`config.mk`:
```
export PLATFORM = sky130hd
export DESIGN_NAME = factorial_param
export DESIGN_NICKNAME = d
export VERILOG_FILES = /design/src/rtl/factorial_pkg.sv /design/src/rtl/seq_shift_add_mul.sv /design/src/rtl/factorial_param.sv
export SDC_FILE = /design/constraint.sdc
export NUM_CORES = 1
export LEC_CHECK = 0
export BUFFER_PORTS_ARGS = -buffer_cell sky130_fd_sc_hd__buf_4
export CAP_MARGIN = 25
export CELL_PAD_IN_SITES_DETAIL_PLACEMENT = 1
export CELL_PAD_IN_SITES_GLOBAL_PLACEMENT = 1
export CORE_ASPECT_RATIO = 1.4
export CORE_MARGIN = 2
export CORE_UTILIZATION = 52
export CTS_CLUSTER_DIAMETER = 40
export DETAILED_ROUTE_END_ITERATION = 16
export HOLD_SLACK_MARGIN = 0.1
export PLACE_DENSITY = 0.82
export SYNTH_ARGS = -nofsm -noshare
export SYNTH_HDL_FRONTEND = slang
export SYNTH_HIERARCHICAL = 1
export SYNTH_SLANG_ARGS = --single-unit
```
`constraint.sdc`:
```
create_clock -name clk -period 7.73 [get_ports clk]
set_input_delay 2.319 -clock clk [delete_from_list [all_inputs] [get_ports clk]]
set_output_delay 2.319 -clock clk [all_outputs]
set_load 0.02 [all_outputs]
```
`src/rtl/factorial_pkg.sv`:
```
// rtl/factorial_pkg.sv - shared state encoding and width helpers for the factorial engine
//
// Contents:
//   state_t  : controller states IDLE / MUL / DONE
//   k_width  : width of the step counter k, one bit wider than the operand
//              so that k can hold n+1 for the largest n without wrapping

package factorial_pkg;

    typedef enum logic [1:0] {
        IDLE = 2'd0,
        MUL  = 2'd1,
        DONE = 2'd2
    } state_t;

    function automatic int k_width(input int n_w);
        return n_w + 1;
    endfunction

endpackage

```
`src/rtl/seq_shift_add_mul.sv`:
```
// rtl/seq_shift_add_mul.sv - N_W-cycle LSB-first shift-add multiplier
//
// Ports:
//   clk     : system clock, rising edge
//   reset_n : asynchronous active-low reset
//   go      : hold high while steps are wanted; low clears the step in flight
//   a       : F_W-bit multiplicand, held stable by the parent for a whole step
//   b       : N_W-bit multiplier, held stable by the parent for a whole step
//   p       : F_W+N_W-bit product, valid when ready is high
//   ready   : high in the last cycle of a step; p already contains the final term
//
// A step is N_W cycles. The final partial product is folded into p
// combinationally, so the parent can capture the full result on the same edge
// that completes the last iteration, and the next step begins on the very
// following cycle with a cleared accumulator.

module seq_shift_add_mul #(
    parameter int N_W = 4,
    parameter int F_W = 16
) (
    input  logic               clk,
    input  logic               reset_n,
    input  logic               go,
    input  logic [F_W-1:0]     a,
    input  logic [N_W-1:0]     b,
    output logic [F_W+N_W-1:0] p,
    output logic               ready
);

    localparam int CNT_W = (N_W > 1) ? $clog2(N_W) : 1;
    localparam int P_W   = F_W + N_W;

    logic [CNT_W-1:0] r_i;
    logic [P_W-1:0]   r_p;

    logic [P_W-1:0]   w_a_ext;
    logic [P_W-1:0]   w_addend;
    logic [P_W-1:0]   w_p_sum;
    logic             w_last_iter;

    always_comb begin
        w_a_ext     = {{N_W{1'b0}}, a};
        w_addend    = b[r_i] ? (w_a_ext << r_i) : '0;
        w_p_sum     = r_p + w_addend;
        w_last_iter = (r_i == CNT_W'(N_W - 1));
    end

    assign p     = w_p_sum;
    assign ready = go && w_last_iter;

    always_ff @(posedge clk or negedge reset_n) begin
        if (!reset_n) begin
            r_i <= '0;
            r_p <= '0;
        end else if (!go || w_last_iter) begin
            // idle, or step finished: the next step starts from a clean product
            r_i <= '0;
            r_p <= '0;
        end else begin
            r_i <= r_i + CNT_W'(1);
            r_p <= w_p_sum;
        end
    end

endmodule

```
`src/rtl/factorial_param.sv`:
```
// rtl/factorial_param.sv - parametrised iterative factorial engine with start/busy/done handshake
//
// Ports:
//   clk      : system clock, rising edge
//   reset_n  : asynchronous active-low reset; aborts any computation without done
//   start    : request, accepted on an edge while busy is low
//   n_in     : N_W-bit operand, sampled only when start is accepted
//   done     : one-cycle pulse, fact/overflow valid
//   busy     : high while multiplying; start is ignored
//   fact     : last result, held until the next done
//   overflow : last result exceeded F_W bits, updated with done
//
// acc is multiplied by k = 2..n, one N_W-cycle multiplier step per k, so the
// latency is exactly (n-1)*N_W cycles for n >= 2 and no early exit is taken.

module factorial_param
    import factorial_pkg::*;
#(
    parameter int N_W      = 4,
    parameter int F_W      = 16,
    parameter int SATURATE = 1
) (
    input  logic           clk,
    input  logic           reset_n,
    input  logic           start,
    input  logic [N_W-1:0] n_in,
    output logic           done,
    output logic           busy,
    output logic [F_W-1:0] fact,
    output logic           overflow
);

    localparam int K_W = k_width(N_W);
    localparam int P_W = F_W + N_W;

    state_t         r_state;
    state_t         w_state_next;

    logic [N_W-1:0] r_n;
    logic [F_W-1:0] r_acc;
    logic [K_W-1:0] r_k;
    logic           r_ovf;
    logic [F_W-1:0] r_fact;
    logic           r_overflow;

    logic           w_accept;
    logic           w_n_small;
    logic           w_step_done;
    logic           w_last_step;
    logic [P_W-1:0] w_mul_p;
    logic [F_W-1:0] w_acc_next;
    logic           w_ovf_next;
    logic           w_mul_go;

    assign w_accept    = start && (r_state != MUL);
    assign w_n_small   = (n_in <= N_W'(1));
    assign w_mul_go    = (r_state == MUL);
    assign w_last_step = w_step_done && (r_k == K_W'(r_n));
    assign w_acc_next  = w_mul_p[F_W-1:0];
    assign w_ovf_next  = r_ovf | (|w_mul_p[P_W-1:F_W]);

    seq_shift_add_mul #(
        .N_W (N_W),
        .F_W (F_W)
    ) u_mul (
        .clk     (clk),
        .reset_n (reset_n),
        .go      (w_mul_go),
        .a       (r_acc),
        .b       (r_k[N_W-1:0]),
        .p       (w_mul_p),
        .ready   (w_step_done)
    );

    // state register
    always_ff @(posedge clk or negedge reset_n) begin
        if (!reset_n) begin
            r_state <= IDLE;
        end else begin
            r_state <= w_state_next;
        end
    end

    // next-state logic; DONE behaves like IDLE for acceptance, giving back-to-back runs
    always_comb begin
        w_state_next = r_state;
        case (r_state)
            IDLE, DONE: begin
                if (w_accept) begin
                    w_state_next = w_n_small ? DONE : MUL;
                end else begin
                    w_state_next = IDLE;
                end
            end
            MUL: begin
                if (w_last_step) begin
                    w_state_next = DONE;
                end
            end
            default: w_state_next = IDLE;
        endcase
    end

    // outputs decoded from state
    always_comb begin
        busy = (r_state == MUL);
        done = (r_state == DONE);
    end

    assign fact     = r_fact;
    assign overflow = r_overflow;

    // datapath: operand latch, running product, step counter and result registers
    always_ff @(posedge clk or negedge reset_n) begin
        if (!reset_n) begin
            r_n        <= '0;
            r_acc      <= '0;
            r_k        <= '0;
            r_ovf      <= 1'b0;
            r_fact     <= '0;
            r_overflow <= 1'b0;
        end else if (w_accept) begin
            r_n   <= n_in;
            r_acc <= F_W'(1);
            r_k   <= K_W'(2);
            r_ovf <= 1'b0;
            if (w_n_small) begin
                r_fact     <= F_W'(1);
                r_overflow <= 1'b0;
            end
        end else if (r_state == MUL && w_step_done) begin
            r_acc <= w_acc_next;
            r_ovf <= w_ovf_next;
            if (w_last_step) begin
                r_fact     <= ((SATURATE != 0) && w_ovf_next) ? '1 : w_acc_next;
                r_overflow <= w_ovf_next;
            end else begin
                r_k <= r_k + K_W'(1);
            end
        end
    end

endmodule

```
==> results.yml, run 1 <==
sta:
  fin_crit_sh_pct: 64.3
  slew_viol_final: 0
  period_minus_slack_ns: 4.97
  skew_ns: 0.00448
  hold_viol: 0
  fmax_mhz: 201
  worst_pin_slew_ns: 0.906
  setup_violations: 0
  finalSetupTns_ns: 0
  slew_headroom_pct: 39.6
  rsz0062_at_grt: "false"
  hold_slack_ns: 0.505
floorplanning:
  die_w_um: 83.3
  core_area_sq_mm: 0.00856
  die_y_um: 115
  row_count: 40
  start_util_pct: 53.5
  io_pins: 26
  dieArea_sq_mm: 0.00958
worst_setup_path:
  r2r_start: "u_mul/r_i[1]"
  path_cells: "mux2_2 -> o21ai_1 -> buf_4 -> nor2b_1 -> ha_1 -> a21o_4 -> a31oi_2 -> or4_4 -> nand3_1 -> xor2_1 -> nor3_1 -> nand2_1 -> o21ai_0 -> mux2i_1"
  cp_slowest_cell: "dfrtp_1"
  cp_num_cells: 14
  start_kind: "flip-flop"
  endpoint_kind: "flip-flop"
  cp-endpoint: "fact[8]"
  path_class: "flip-flop to flip-flop"
  worst-path-buf-inv: 1
  cp.arrival_ns: 5.16
  critPathLaunch: "u_mul/r_i[1]"
  reg2reg_slack_ns: 2.76
  crit_path_max_fanout: 23
  reg2reg_to: "fact[8]"
  r2r_cells: 14
  crit_family: "compound AO/OA/AOI/OAI gates"
  cp.required_ns: 7.92
  max_stage_delay_ns: 0.92
logic_synthesis:
  ys_warn_count: 6
  synth_xor_xnor_area_share_pct: 3.22
  synth-compound-area-share_pct: 16.6
  synth_adder_area_share_pct: 6.18
  synth_top_family_by_area: "simple AND/OR/NAND/NOR gates"
  async_flop_share_pct: 100
  synth-main-ff-cell: "dfrtp_1"
  synth.distinct_cells: 75
  ys_ff_latch: 67
  muxShareOfSynthArea_pct: 12.7
  yosys.area_share.simple_pct: 20.7
  synthCells: 460
  avgSynthCellArea_sq_um: 9.95
  synth_edf_count: 0
  syn_area_sq_mm: 0.00458
  synth_nets: 489
  ys_seq_area_share_pct: 36.6
placement:
  post-place-cells: 564
  portBuffers: 25
  finalWeightedCongestion: 0.873
  place_area_sq_mm: 0.00475
  dp_hpwl_mm: 9.47
clocking:
  cts_tree: "done"
  cts-htree-levels: 3
  cts_buffers: 9
  cts.sink_count: 67
  cts_resized: 0
  clk_latency_ns: 0.33
  cts.path.max_buffers: 2
  post_cts_buffers: 0
  path_clk_slew_ns: 0.06
  cts-hold-fix-buffers: 0
  root_buffer: "clkbuf_16"
min_path:
  hold_depth: 2
  hp-class: "flip-flop to flip-flop"
grt:
  antenna_found_initial: 0
  grt_pass1_vias: 4100
  grt_max_degree: 68
  grt.total_usage_pct: 28.5
  grt_overflow: 0
  grt_pass1_wl_mm: 21.2
layout:
  finalNetCount: 502
  final_common_cell: "dfrtp_1"
  design_area_sq_mm: 0.00514
  area_growth_pct: 12.4
  layout-drive-gt1-share_pct: 18.2
  fin_cells: 583
  layout_common_cells: "dfrtp_1 (67), nand2_1 (47), nor2_1 (26), buf_4 (26), a21oi_1 (25)"
  diodes: 0
run_status:
  status: "finished clean"
flow_run:
  drv_cap: 0
power:
  power.static_leakage_nw: 2.47
  power_density_mw_per_mm2: 361
  peakVddDrop_v: 0.000215
  power_mw: 1.86
routing:
  wire_per_inst_um: 22.9
  drtPass1Iterations: 4
  wl_mm: 13.4
  drc: 0
  drt_iter0_drc: 199
  drtAntennaViolNets: 0
  vias_per_cell: 6.58
  vias: 3838
-- worst register-to-register path, delay by kind of cell (launching register included) --
kind,cells,cell delay [ns]
XOR/XNOR,1,0.18
flip-flops,1,0.92
adder cells (fa/ha/maj),1,0.40
multiplexers,2,0.53
AO/OA/AOI/OAI,4,1.50
buffers and inverters,1,0.27
AND/OR/NAND/NOR,5,1.03
-- worst min-delay path by stage --
| stage | startpoint | to | slack (ns) |
|---|---|---|---|
| 2_1_floorplan | r_n[0] | r_n[0] | 0.47 |
| 3_3_place_gp | r_n[0] | r_n[0] | 0.49 |
| 3_5_place_dp | r_n[0] | r_n[0] | 0.49 |
| 4_1_cts | r_n[0] | r_n[0] | 0.50 |
| 5_1_grt | r_n[0] | r_n[0] | 0.53 |
| 6_report | r_n[0] | r_n[0] | 0.51 |
-- cell usage after synthesis (5+ instances only) --
library cell | number | area (sq um)
dfrtp_1 | 67 | 1680
nand2_1 | 47 | 176
nor2_1 | 26 | 97.6
a21oi_1 | 25 | 125
mux2i_1 | 22 | 220
ha_1 | 21 | 263
o21ai_0 | 20 | 100
nor2b_1 | 17 | 106
a22o_1 | 15 | 131
and2_1 | 14 | 87.6
nand3_1 | 14 | 70.1
nor3_1 | 14 | 70.1
mux4_2 | 13 | 293
clkbuf_1 | 11 | 41.3
xnor2_1 | 9 | 78.8
buf_2 | 8 | 40.0
inv_1 | 6 | 22.5
mux2_2 | 6 | 67.6
o21ai_1 | 6 | 30.0
xor2_1 | 6 | 52.6
a21o_1 | 5 | 37.5
nand4_1 | 5 | 31.3
-- registers in the layout (all words and copies together) (netlist names) --
register	flops
overflow	1
r_acc	16
u_mul/r_i	2
r_n	4
r_state	2
u_mul/r_p	20
r_ovf	1
r_k	5
fact	16
-- per-stage QoR --
step | worst slack, ns | util, %
after floorplan | 3.98 | -
after global placement | 2.80 | 55.3
final | 2.76 | 60.1
after global routing | 2.39 | 60.1
after detailed placement | 2.56 | 55.5
after CTS | 2.55 | 59.5
-- layout make-up --
| class | instances | area (sq um) |
|---|---|---|
| well taps | 105 | 131 |
| repair buffers | 29 | 249 |
| multi-input cells | 360 | 2720 |
| clock buffers | 13 | 280 |
| clock inverters | 3 | 67.6 |
| flip-flops and latches | 67 | 1680 |
| inverters | 6 | 22.5 |
| fillers | 945 | 3410 |
-- power by group --
part	internal [mW]	switching (mW)	leakage [nW]
combinational	0.333	0.473	1.41
sequential	0.456	0.120	0.887
clock	0.318	0.157	0.168
total	1.11	0.749	2.47
-- metal layers --
layer / global-route usage, % / routed length [um] / up-vias
met5: 0 / 0 / -
met3: 5.60 / 565 / 40
met4: 15.2 / 589 / 0
met2: 52.0 / 7120 / 106
li1: - / - / 1721
met1: 31.4 / 5090 / 1971
-- cells by family after synthesis --
group,Yosys count
AOI/OAI and AO/OA,108
adders and majority gates,22
xor gates and xnor gates,16
buffers and inverters,33
and+or+nand+nor,173
muxes,41
DFF,67
Power figures use the tool's default switching activity.
==> inputs of run 2 (changes only) <==
- CORE_UTILIZATION: 52 -> 49
- PLACE_DENSITY: 0.82 -> 0.78
- clock period: 7.73 -> 4.9 ns (I/O delays scaled with it)
==> run 2 against run 1 <==
Clock power rose by 29%. Setup slack worse by 2.4 ns. Total power rose by 48%. First-iteration DRC count decreased by 9.5%. Sequential cell count did not move. Clock-buffer cell count is the same. Die area rose by 5.9%. Highest routed layer unchanged.
==> results.yml, run 2 (synthesis results as in run 1) <==
sta:
  hold_viol: 0
  period_minus_slack_ns: 4.54
  hold_slack_ns: 0.509
  fmax_mhz: 220
  worst_pin_slew_ns: 0.886
  setup_violations: 0
  fin_crit_sh_pct: 92.7
  finalSetupTns_ns: 0
  skew_ns: 0.00490
  slew_viol_final: 0
  slew_headroom_pct: 40.9
  fin_ws_ns: 0.357
  rsz0062_at_grt: "false"
floorplanning:
  die_w_um: 85.7
  start_util_pct: 50.7
  row_count: 41
  io_pins: 26
  dieArea_sq_mm: 0.0101
  die_y_um: 118
  core_area_sq_mm: 0.00903
routing:
  wl_mm: 12.6
  vias_per_cell: 6.36
  drtPass1Iterations: 4
  wire_per_inst_um: 21.5
  drt_iter0_drc: 180
  drtAntennaViolNets: 0
  drc: 0
  vias: 3718
grt:
  grt.total_usage_pct: 26.3
  grt_pass1_wl_mm: 20.8
  grt_overflow: 0
  grt_pass1_vias: 3942
  antenna_found_initial: 0
  grt_max_degree: 68
clocking:
  cts-hold-fix-buffers: 0
  post_cts_buffers: 0
  cts.sink_count: 67
  clk_latency_ns: 0.33
  cts-htree-levels: 3
  cts.path.max_buffers: 2
  cts_buffers: 9
  path_clk_slew_ns: 0.05
  cts_tree: "done"
  root_buffer: "clkbuf_16"
placement:
  dpl_worst_slack_ns: 0.0117
  portBuffers: 25
  dp_hpwl_mm: 9.09
  finalWeightedCongestion: 0.846
power:
  power_mw: 2.75
  power_density_mw_per_mm2: 543
  power.static_leakage_nw: 2.44
  peakVddDrop_v: 0.000309
worst_setup_path:
  cp.arrival_ns: 4.73
  crit_family: "compound AO/OA/AOI/OAI gates"
  worst-path-buf-inv: 1
  critPathLaunch: "u_mul/r_i[0]"
  start_kind: "flip-flop"
  max_stage_delay_ns: 0.55
  cp_slowest_cell: "dfrtp_2"
  worst_path_most_repeated_cell: "mux2i_1"
  r2r_start: "u_mul/r_i[0]"
  endpoint_kind: "flip-flop"
  cp.required_ns: 5.09
  path_cells: "buf_4 -> o21ai_2 -> nor2b_1 -> ha_1 -> a21o_1 -> a221o_1 -> a211o_1 -> mux2i_1 -> nor2_1 -> nor3_1 -> nand2_1 -> o21ai_0 -> mux2i_1"
  path_class: "flip-flop to flip-flop"
  crit_path_max_fanout: 18
flow_run:
  drv_cap: 0
layout:
  layout_common_cells: "dfrtp_1 (66), nand2_1 (47), buf_4 (29), nor2_1 (26), a21oi_1 (25)"
  regMostFlops: "u_mul/r_p"
  final_common_cell: "dfrtp_1"
  finalNetCount: 503
  layout-drive-gt1-share_pct: 18.4
  diodes: 0
  area_growth_pct: 10.6
  fill_cells: 1012
  largest_reg_flops: 20
  post-route-util_pct: 56.1
min_path:
  min_from: "r_n[0]"
  hp-class: "flip-flop to flip-flop"
run_status:
  status: "finished clean"
==> run 2: cell types whose count changed in the layout (fill, tap and decap cells not counted), sizes merged <==
cell	change
bufinv	-2
clkinv	+2
buf	+1
clkinvlp	-1
==> run 2: tightest hold or removal path: cells and delay by family (launching register included) <==
kind             cells  cell delay [ns]
DFF                  1             0.36
and+or+nand+nor      2             0.12
==> run 2: repair_timing <==
| action | 4_1_cts | 5_1_grt |
|---|---|---|
| hold endpoints to repair | 0 | 0 |
| gates resized for setup | 1 | 1 |
| setup endpoints to repair | 12 | 11 |
==> run 2: final cells by class <==
cell class	count	area (sq um)	share of cell area, %
Sequential cell	67	1680	33.1
Inverter	6	22.5	0.445
Timing Repair Buffer	30	229	4.52
Tap cell	107	134	2.64
Clock buffer	13	270	5.34
Multi-Input combinational cell	360	2720	53.7
Clock inverter	2	10.0	0.198
==> run 2: final timing paths <==
path | endpoint | slack [ns] | depth (start not counted)
max in group asynchronous | u_mul/r_i[0] | 3.02 | 1
min | r_n[0] | 0.51 | 2
min reg2reg | r_n[0] | 0.51 | 2
max | fact[10] | 0.36 | 13
min in group asynchronous | u_mul/r_p[8] | 1.24 | 1
max reg2reg | fact[10] | 0.36 | 13
==> run 2: routing by layer <==
metal	GRT usage [%]	wire (um)
met5	0	0
met4	13.9	514
met3	3.28	420
met2	44.9	6720
met1	31.9	4920
==> run 2: per-stage QoR <==
| step | instance area [sq um] | cells |
|---|---|---|
| finish | 5060 | 585 |
| global route | 5060 | 585 |
| CTS | 5060 | 585 |
| detailed placement | 4780 | 570 |
| global placement | 4770 | 569 |
| floorplan | 4580 | 460 |
==> run 2: power breakdown <==
group | internal [mW] | switching, mW | leakage (nW) | total [mW]
clock network | 0.379 | 0.232 | 0.141 | 0.611
registers | 0.721 | 0.173 | 0.886 | 0.894
logic | 0.509 | 0.735 | 1.41 | 1.24
==> inputs of run 3 (changes only) <==
- CORE_UTILIZATION: 49 -> 50
- CTS_BUF_LIST: default -> sky130_fd_sc_hd__clkbuf_2 sky130_fd_sc_hd__clkbuf_4 sky130_fd_sc_hd__clkbuf_8
- PLACE_DENSITY: 0.78 -> 0.79
==> run 3 against run 2 <==
Die area fell by 1.9%. Sequential share of layout area rose by 0.71 points. Global-route usage about the same. Wire length is 2.2% lower. Maximum frequency increased by 7.1%. Clock skew rose by 0.00091 ns. Critical path type unchanged. Setup slack improved by 0.30 ns. Register-to-register slack better by 0.30 ns. Total power down 6.9%. Largest power group unchanged. Highest routed layer unchanged. Non-clock buffer count unchanged. Clock-buffer cell count down 2. Hold slack improved by 0.0027 ns.
==> results.yml, run 3 (synthesis results as in run 1) <==
worst_setup_path:
  start_kind: "flip-flop"
  max_stage_delay_ns: 0.61
  cp.required_ns: 5.12
  cp.arrival_ns: 4.47
  path_cells: "mux4_2 -> nor2b_1 -> ha_1 -> a21o_1 -> a221o_1 -> a211o_1 -> mux2i_1 -> nor2_1 -> nor3_1 -> nand2_1 -> o21ai_0 -> mux2i_1"
  endpoint_kind: "flip-flop"
  crit_path_max_fanout: 18
  worst_path_most_repeated_cell: "mux2i_1"
  cp_slowest_cell: "dfrtp_2"
  path_class: "flip-flop to flip-flop"
floorplanning:
  die_y_um: 117
  io_pins: 26
  start_util_pct: 51.0
  row_count: 41
  die_w_um: 84.9
  dieArea_sq_mm: 0.00995
  core_area_sq_mm: 0.00898
sta:
  slew_viol_final: 0
  setup_violations: 0
  worst_pin_slew_ns: 0.885
  finalSetupTns_ns: 0
  skew_ns: 0.00581
  rsz0062_at_grt: "false"
  slew_headroom_pct: 41.0
  fmax_mhz: 236
  period_minus_slack_ns: 4.24
  hold_viol: 0
  fin_crit_sh_pct: 86.6
placement:
  place_area_sq_mm: 0.00478
  portBuffers: 25
  finalWeightedCongestion: 0.911
  dp_hpwl_mm: 9.17
routing:
  vias_per_cell: 6.34
  vias: 3706
  wl_mm: 12.3
  drtAntennaViolNets: 0
  drt_iter0_drc: 165
  wire_per_inst_um: 21.0
  drtPass1Iterations: 4
  drc: 0
layout:
  layout_common_cells: "dfrtp_1 (66), nand2_1 (47), buf_4 (29), nor2_1 (26), a21oi_1 (25)"
  fill_cells: 1016
  final_common_cell: "dfrtp_1"
  diodes: 0
  design_area_sq_mm: 0.00496
  layout-drive-gt1-share_pct: 18.4
  multi_input_area_sq_mm: 0.00272
  area_growth_pct: 8.31
  finalNetCount: 503
  regArea_sq_mm: 0.00168
  post-route-util_pct: 55.2
  regMostFlops: "u_mul/r_p"
  largest_reg_flops: 20
grt:
  grt_pass1_wl_mm: 20.2
  grt_max_degree: 68
  antenna_found_initial: 0
  grt_overflow: 0
  grt_pass1_vias: 3888
  grt.total_usage_pct: 26.4
clocking:
  cts_tree: "done"
  cts_buffers: 9
  cts-htree-levels: 3
  cts.path.max_buffers: 2
  cts-hold-fix-buffers: 0
  root_buffer: "clkbuf_8"
  path_clk_slew_ns: 0.07
  cts.sink_count: 67
  clk_latency_ns: 0.36
power:
  power.static_leakage_nw: 2.39
  peakVddDrop_v: 0.000316
  power_density_mw_per_mm2: 516
run_status:
  status: "finished clean"
flow_run:
  drv_cap: 0
min_path:
  hp-class: "flip-flop to flip-flop"
run 3: cell types whose count changed in the layout (fill, tap and decap cells not counted), sizes merged:
| cell | previous run | this run |
|---|---|---|
| clkinv | 2 | 3 |
| clkinvlp | 0 | 1 |
| clkbuf | 13 | 11 |
run 3: where the power goes:
part           internal (mW)  leakage, nW  total [mW]  switching [mW]
combinational          0.507         1.41        1.22           0.718
clock                  0.208       0.0912       0.438           0.230
sequential             0.719        0.886       0.897           0.178
run 3: path summary, 6_finish.rpt:
check	end	cells past startpoint	slack [ns]	from
setup / recovery	fact[7]	12	0.66	u_mul/r_i[0]
hold / removal	r_n[0]	2	0.51	r_n[0]
setup reg to reg	fact[7]	12	0.66	u_mul/r_i[0]
hold reg to reg	r_n[0]	2	0.51	r_n[0]
max in group asynchronous	u_mul/r_i[0]	1	3.05	reset_n
min in group asynchronous	u_mul/r_p[8]	1	1.19	reset_n
run 3: per-layer routing:
metal / global-route usage (%) / up-vias / part of all wire, %
li1: - / 1720 / -
met1: 31.0 / 1893 / 41
met2: 47.1 / 62 / 52
met3: 4.49 / 31 / 3.0
met4: 12.1 / 0 / 3.8
met5: 0 / - / 0
run 3: worst max-delay path, delay by kind of cell (launching register included):
kind            cells  cell delay, ns
compound gates      4            1.33
flops               1            0.61
fa+ha+maj           1            0.36
mux                 3            0.91
simple gates        4            0.87
run 3: per-stage QoR:
| step | total power, mW | setup WS (ns) | instances | hold WS [ns] |
|---|---|---|---|---|
| floorplan | 1.74 | 1.15 | 460 | 0.467 |
| global placement | 2.06 | 0.587 | 569 | 0.494 |
| detailed placement | 2.13 | 0.472 | 570 | 0.493 |
| CTS | 2.58 | 0.437 | 585 | 0.512 |
| global route | 2.74 | 0.266 | 585 | 0.564 |
| finish | 2.56 | 0.657 | 585 | 0.511 |
run 3: final cells by class:
type | count | area share [%]
tap | 107 | 2.70
multi-input combinational | 360 | 54.8
clock inverter | 4 | 0.530
clock buffer | 11 | 3.05
inverter | 6 | 0.454
timing repair buffer | 30 | 4.62
sequential | 67 | 33.8
run 3: repair_timing:
item                                    4_1_cts  5_1_grt
resized for setup                             0        1
endpoints found under the setup margin        0        1
setup buffers                                 0        0
